$ cat src/rtl/fetch_align_ctrl_pkg.sv
// rtl/fetch_align_ctrl_pkg.sv - shared encodings and helpers for the fetch align controller
package fetch_align_ctrl_pkg;

  typedef enum logic [1:0] {
    FA_RUN     = 2'd0,
    FA_WAIT    = 2'd1,
    FA_DISCARD = 2'd2
  } fa_state_t;

  localparam logic [1:0]  OPC_NONCOMP  = 2'b11;
  localparam logic [31:0] RESET_PC_DEF = 32'h0000_0000;

  function automatic logic is_compressed(input logic [15:0] hw);
    return hw[1:0] != OPC_NONCOMP;
  endfunction

endpackage

$ cat src/rtl/fetch_hw_buf.sv
// rtl/fetch_hw_buf.sv - halfword shift buffer, pops 0..2 from the head and appends 0..2 at the tail
module fetch_hw_buf
  import fetch_align_ctrl_pkg::*;
#(
  parameter  int BUF_HW = 4,
  localparam int CW     = $clog2(BUF_HW + 1)
) (
  input  logic          clk_i,
  input  logic          rst_i,
  input  logic          clr_i,
  input  logic [1:0]    push_i,
  input  logic [15:0]   push_lo_i,
  input  logic [15:0]   push_hi_i,
  input  logic [1:0]    pop_i,
  output logic [15:0]   head0_o,
  output logic [15:0]   head1_o,
  output logic [CW-1:0] count_o
);

  localparam int W = BUF_HW * 16;

  logic [W-1:0]  r_data;
  logic [CW-1:0] r_count;
  logic [W-1:0]  w_shift;
  logic [W-1:0]  w_keep;
  logic [W-1:0]  w_ins;
  logic [W-1:0]  w_data_nxt;
  logic [CW-1:0] w_base;
  logic [CW-1:0] w_count_nxt;
  logic [31:0]   w_push_word;

  // Slots at or above count are kept zero so appends can simply be OR-ed in.
  always_comb begin
    w_push_word = (push_i == 2'd2) ? {push_hi_i, push_lo_i} : {16'h0, push_lo_i};
    w_base      = r_count - CW'(pop_i);
    w_shift     = r_data >> {pop_i, 4'b0000};
    w_keep      = ~({W{1'b1}} << {w_base, 4'b0000});
    w_ins       = (push_i == 2'd0) ? '0 : (W'(w_push_word) << {w_base, 4'b0000});
    w_data_nxt  = (w_shift & w_keep) | w_ins;
    w_count_nxt = w_base + CW'(push_i);
  end

  always_ff @(posedge clk_i or posedge rst_i) begin
    if (rst_i) begin
      r_data  <= '0;
      r_count <= '0;
    end else if (clr_i) begin
      r_data  <= '0;
      r_count <= '0;
    end else begin
      r_data  <= w_data_nxt;
      r_count <= w_count_nxt;
    end
  end

  assign head0_o = r_data[15:0];
  assign head1_o = r_data[31:16];
  assign count_o = r_count;

endmodule

$ cat src/rtl/fetch_align_ctrl.sv
// rtl/fetch_align_ctrl.sv - word fetch sequencer and instruction boundary aligner for rv32imac decode
module fetch_align_ctrl
  import fetch_align_ctrl_pkg::*;
#(
  parameter logic [31:0] RESET_PC = RESET_PC_DEF,
  parameter int          BUF_HW   = 4
) (
  input  logic        clk_i,
  input  logic        rst_i,
  input  logic        flush_i,
  input  logic [31:0] flush_pc_i,
  output logic        fetch_req_o,
  output logic [31:0] fetch_addr_o,
  input  logic        fetch_ack_i,
  input  logic [31:0] fetch_data_i,
  output logic        inst_val_o,
  input  logic        inst_rdy_i,
  output logic [31:0] inst_o,
  output logic        inst_com_o,
  output logic [31:0] inst_pc_o
);

  localparam int            CW      = $clog2(BUF_HW + 1);
  localparam logic [CW-1:0] REQ_MAX = CW'(BUF_HW - 2);
  localparam logic [CW-1:0] CNT_1   = CW'(1);
  localparam logic [CW-1:0] CNT_2   = CW'(2);

  fa_state_t     r_state;
  fa_state_t     w_state_nxt;
  logic [31:0]   r_fetch_addr;
  logic [31:0]   r_out_addr;
  logic [31:0]   r_pc;
  logic          r_drop_lo;
  logic [15:0]   w_h0;
  logic [15:0]   w_h1;
  logic [CW-1:0] w_count;
  logic          w_com;
  logic          w_issue;
  logic          w_take;
  logic          w_push_ok;
  logic [1:0]    w_push;
  logic [1:0]    w_pop;
  logic [15:0]   w_push_lo;

  fetch_hw_buf #(.BUF_HW(BUF_HW)) u_buf (
    .clk_i     (clk_i),
    .rst_i     (rst_i),
    .clr_i     (flush_i),
    .push_i    (w_push),
    .push_lo_i (w_push_lo),
    .push_hi_i (fetch_data_i[31:16]),
    .pop_i     (w_pop),
    .head0_o   (w_h0),
    .head1_o   (w_h1),
    .count_o   (w_count)
  );

  // A request only starts when two free slots exist, so a full word always fits.
  assign w_issue = (r_state == FA_RUN) && (w_count <= REQ_MAX) && !flush_i && !rst_i;

  always_ff @(posedge clk_i or posedge rst_i) begin
    if (rst_i) r_state <= FA_RUN;
    else       r_state <= w_state_nxt;
  end

  always_comb begin
    w_state_nxt = r_state;
    case (r_state)
      FA_RUN:     if (w_issue) w_state_nxt = FA_WAIT;
      FA_WAIT: begin
        if (fetch_ack_i)  w_state_nxt = FA_RUN;
        else if (flush_i) w_state_nxt = FA_DISCARD;
      end
      FA_DISCARD: if (fetch_ack_i) w_state_nxt = FA_RUN;
      default:    w_state_nxt = FA_RUN;
    endcase
  end

  // A stale request keeps presenting its original address until memory answers it.
  always_comb begin
    fetch_req_o  = 1'b0;
    fetch_addr_o = r_fetch_addr;
    case (r_state)
      FA_RUN:     fetch_req_o = w_issue;
      FA_WAIT:    fetch_req_o = 1'b1;
      FA_DISCARD: begin
        fetch_req_o  = 1'b1;
        fetch_addr_o = r_out_addr;
      end
      default:    fetch_req_o = 1'b0;
    endcase
  end

  assign w_com      = is_compressed(w_h0);
  assign inst_val_o = w_com ? (w_count >= CNT_1) : (w_count >= CNT_2);
  assign inst_com_o = inst_val_o & w_com;
  assign inst_o     = !inst_val_o ? 32'h0 : (w_com ? {16'h0, w_h0} : {w_h1, w_h0});
  assign inst_pc_o  = r_pc;

  assign w_take    = inst_val_o & inst_rdy_i & ~flush_i;
  assign w_pop     = !w_take ? 2'd0 : (w_com ? 2'd1 : 2'd2);
  assign w_push_ok = (r_state == FA_WAIT) & fetch_ack_i & ~flush_i;
  assign w_push    = !w_push_ok ? 2'd0 : (r_drop_lo ? 2'd1 : 2'd2);
  assign w_push_lo = r_drop_lo ? fetch_data_i[31:16] : fetch_data_i[15:0];

  always_ff @(posedge clk_i or posedge rst_i) begin
    if (rst_i) begin
      r_pc         <= {RESET_PC[31:1], 1'b0};
      r_fetch_addr <= {RESET_PC[31:2], 2'b00};
      r_out_addr   <= {RESET_PC[31:2], 2'b00};
      r_drop_lo    <= RESET_PC[1];
    end else if (flush_i) begin
      r_pc         <= {flush_pc_i[31:1], 1'b0};
      r_fetch_addr <= {flush_pc_i[31:2], 2'b00};
      r_drop_lo    <= flush_pc_i[1];
    end else begin
      if (w_issue) r_out_addr <= r_fetch_addr;
      if (w_push_ok) begin
        r_fetch_addr <= r_fetch_addr + 32'd4;
        r_drop_lo    <= 1'b0;
      end
      if (w_take) r_pc <= r_pc + (w_com ? 32'd2 : 32'd4);
    end
  end

endmodule

$ cat config.mk
export PLATFORM = sky130hd
export DESIGN_NAME = fetch_align_ctrl
export DESIGN_NICKNAME = d
export VERILOG_FILES = /design/src/rtl/fetch_align_ctrl_pkg.sv /design/src/rtl/fetch_hw_buf.sv /design/src/rtl/fetch_align_ctrl.sv
export SDC_FILE = /design/constraint.sdc
export NUM_CORES = 1
export LEC_CHECK = 0
export BUFFER_PORTS_ARGS = -buffer_cell sky130_fd_sc_hd__buf_2
export CORE_MARGIN = 10
export CORE_UTILIZATION = 45
export DETAILED_ROUTE_END_ITERATION = 6
export GPL_TIMING_DRIVEN = 0
export PLACE_DENSITY_LB_ADDON = 0.08
export SETUP_SLACK_MARGIN = 0.05
export SLEW_MARGIN = 15
export SYNTH_ARGS = -nofsm -noshare
export SYNTH_HDL_FRONTEND = slang
export SYNTH_HIERARCHICAL = 1
export SYNTH_SLANG_ARGS = --single-unit
export TNS_END_PERCENT = 20
$ cat constraint.sdc
create_clock -name clk_i -period 4.6 [get_ports clk_i]
set_clock_uncertainty 0.1 [all_clocks]
set_input_delay 0.23 -clock clk_i [delete_from_list [all_inputs] [get_ports clk_i]]
set_output_delay 0.23 -clock clk_i [all_outputs]
set_load 0.05 [all_outputs]
==> results.yml <==
clocking:
  clk_path_buf_depth: 2
  cts_tree: "yes"
  cts_sinks: 161
  clk_latency_ns: 0.43
  cts_root_buf: "clkbuf_16"
  h-tree-depth: 4
  clkSlewWorstSetupHoldPaths_ns: 0.07
  cts_resized: 0
  cts_buffers: 17
  cts_setup_buffers: 0
yosys:
  syn_area_per_cell_um2: 10.40
  synth_cells: 951
  yosys-top-cells-area: "dfrtp_1 41%, mux2_2 12%, mux2i_1 7.0%"
  async_flop_share: 1.000
  synth_top_area_cell: "dfrtp_1"
  synth_edf_count: 0
  netlist.area_leader.share: 0.4074
  synth_cell_type_count: 62
  ys_ff_latch: 161
  synth_top_flop_cell: "dfrtp_1"
  ys_warn_count: 6
  ys_seq_area_frac: 0.4074
  synth_area_um2: 9889
setup_path:
  critPathCaptureType: "flip-flop"
  path_class: "reg -> reg"
  cp.arrival_ns: 4.32
  worstPathRequired_ns: 4.80
  cp_max_fo: 10
  critPathLaunchType: "flip-flop"
finish:
  fin_nets: 1241
  nFillCells: 2055
  fin_area_um2: 11990
  n_antenna_cell: 0
  drive_gt1_frac: 0.3262
  final_util: 0.5512
  area_growth_pct: 21.27
global_routing:
  grt_pass1_vias: 8588
  grt_max_degree: 57
  antenna_found_initial: 0
  grtUsageTotal: 0.2210
  grt_pass1_wl_mm: 49.81
  overflow: 0
routing:
  vias: 8306
  drtIter0Drc: 540
  vias_per_cell: 5.713
  drc_errors: 0
  postRouteAntennaNets: 0
  drt_pass1_iterations: 5
  avgRoutedWirePerCell_um: 21.75
  routed_wl_mm: 31.62
placement:
  hpwlAfterDp_mm: 23.06
  dpl_worst_slack_ns: 0.5497
  gp_congestion: 0.8858
  portBuffers: 163
  place_area_um2: 11130
min_path:
  hold_path_class: "in -> reg"
timing:
  finalMaxSlewViolations: 0
  setup-tns-final_ns: 0
  final_hold_viol_count: 0
  setup_slack_ns: 0.4839
  fmax_mhz: 242.9
  rsz0062_at_grt: "false"
  period_needed_ns: 4.116
  min_period_over_period: 0.8948
  relSlewSlack: 0.1688
  final-setup-viol-count: 0
  tightest_slew_ns: 1.235
die:
  start_util: 0.4546
  core_area_um2: 21760
  ioPinCount: 168
  die_h_um: 168.2
  num_rows: 54
  die_area_um2: 28310
  die_x_um: 168.2
pwr:
  ir_worst_vdd_uv: 267.6
  power_density_nw_per_um2: 466.8
  finalPower_mw: 5.598
  p_leak_nw: 5.122
run_status:
  outcome: "complete, no violations"
job:
  cap_violations: 0
[report_power, final]
part           internal (mW)  total (mW)  switching, mW  leakage [nW]
clock                  0.872        1.52          0.653         0.301
combinational          0.731        2.25           1.52          2.79
sequential              1.65        1.82          0.174          2.03
[worst max-delay path, cell delays in order (launching register included)]
cell      delay, ns
dfrtp_1        0.46
or2_2          0.33
clkbuf_1       0.29
o21ai_1        0.62
nor3_1         0.14
ha_1           0.25
fa_1           0.44
xnor2_1        0.32
buf_2          0.31
a21o_1         0.36
buf_4          0.27
o22ai_1        0.10
[placed cells by master, fill, tap and decap left out, types with 4 or more instances in the layout]
master / instances
buf_2: 184
dfrtp_1: 161
mux2_2: 107
mux2i_1: 69
nor2_1: 46
nand3_1: 39
buf_4: 39
nor2b_1: 37
clkbuf_1: 35
nand2_1: 32
o22ai_1: 32
xnor2_1: 30
a21oi_1: 25
and3_1: 24
dlygate4sd3_1: 24
xor2_1: 23
o211ai_1: 17
clkbuf_16: 17
a32o_1: 16
and4b_1: 16
a22oi_1: 16
a2bb2oi_1: 15
nand4_1: 14
nor3_1: 14
inv_1: 12
o21ai_0: 11
a21boi_0: 9
ha_1: 9
buf_1: 7
and4_1: 7
nor4_1: 7
nand2b_1: 6
nor4b_1: 4
clkbuf_2: 4
a31oi_1: 4
clkinv_4: 4
[final timing paths]
check	startpoint	slack, ns	endpoint	cells past startpoint
hold / removal	flush_pc_i[23]	0.01	r_fetch_addr[23]$_DFFE_PP0N_	2
setup / recovery	u_buf/count_o[2]$_DFF_PP0_	0.48	u_buf/r_data[27]$_DFF_PP0_	11
setup reg to reg	u_buf/count_o[2]$_DFF_PP0_	0.48	u_buf/r_data[27]$_DFF_PP0_	11
min in group asynchronous	rst_i	0.23	u_buf/r_data[22]$_DFF_PP0_	3
hold reg to reg	r_out_addr[24]$_DFFE_PP0P_	0.38	r_out_addr[24]$_DFFE_PP0P_	2
max in group asynchronous	rst_i	3.47	inst_pc_o[8]$_DFFE_PP0P_	4
[registers in the layout, indices dropped and copies added, names as in the netlist]
name / cells
u_buf/r_data: 64
inst_pc_o: 31
r_fetch_addr: 30
r_out_addr: 30
u_buf/count_o: 3
r_state: 2
r_drop_lo: 1
[what timing repair did]
action	4_1_cts	5_1_grt
hold buffers	24	0
endpoints found under the hold margin	155	0
setup endpoints to repair	0	0
[synth_stat cells, drive strengths merged, types with 17 or more instances]
library cell / instances
dfrtp: 161
mux2: 107
mux2i: 69
buf: 68
nor2: 46
nand3: 40
clkbuf: 39
nor2b: 37
nand2: 32
o22ai: 32
xnor2: 30
a21oi: 25
and3: 24
xor2: 24
o211ai: 17
[per-layer routing]
metal / global-route usage / part of all wire / vias up
met1: 0.2784 / 0.43 / 4120
met4: 0.06245 / 0.018 / 0
li1: - / - / 3878
met3: 0.03539 / 0.049 / 32
met5: 0 / 0 / -
met2: 0.3821 / 0.50 / 276
[cell families (layout without fill, tap and decap cells)]
family	after synthesis	in the layout	synth area share
AO/OA/AOI/OAI	162	162	0.1166
XOR/XNOR	54	54	0.04858
adder cells (fa/ha/maj)	12	12	0.01645
buffers and inverters	121	342	0.06465
flip-flops	161	161	0.4074
multiplexers	176	176	0.1917
other	1	3	0.0003792
AND/OR/NAND/NOR	264	264	0.1542
[layout make-up]
cell class	instances	area, um2	area share
multi-input combinational	671	5229	0.4360
sequential	161	4029	0.3359
timing repair buffer	189	1111	0.09264
buffer	107	586.8	0.04893
clock buffer	17	425.4	0.03547
tap	280	350.3	0.02921
clock inverter	15	201.4	0.01680
inverter	14	60.06	0.005008
[metrics by stage]
step                hold slack (ns)  std cells
floorplan                    0.2429        953
global placement             0.3624       1396
detailed placement           0.1265       1398
CTS                        0.008328       1454
global route               0.007108       1454
finish                      0.01219       1454
(Power assumes the default switching activity.)
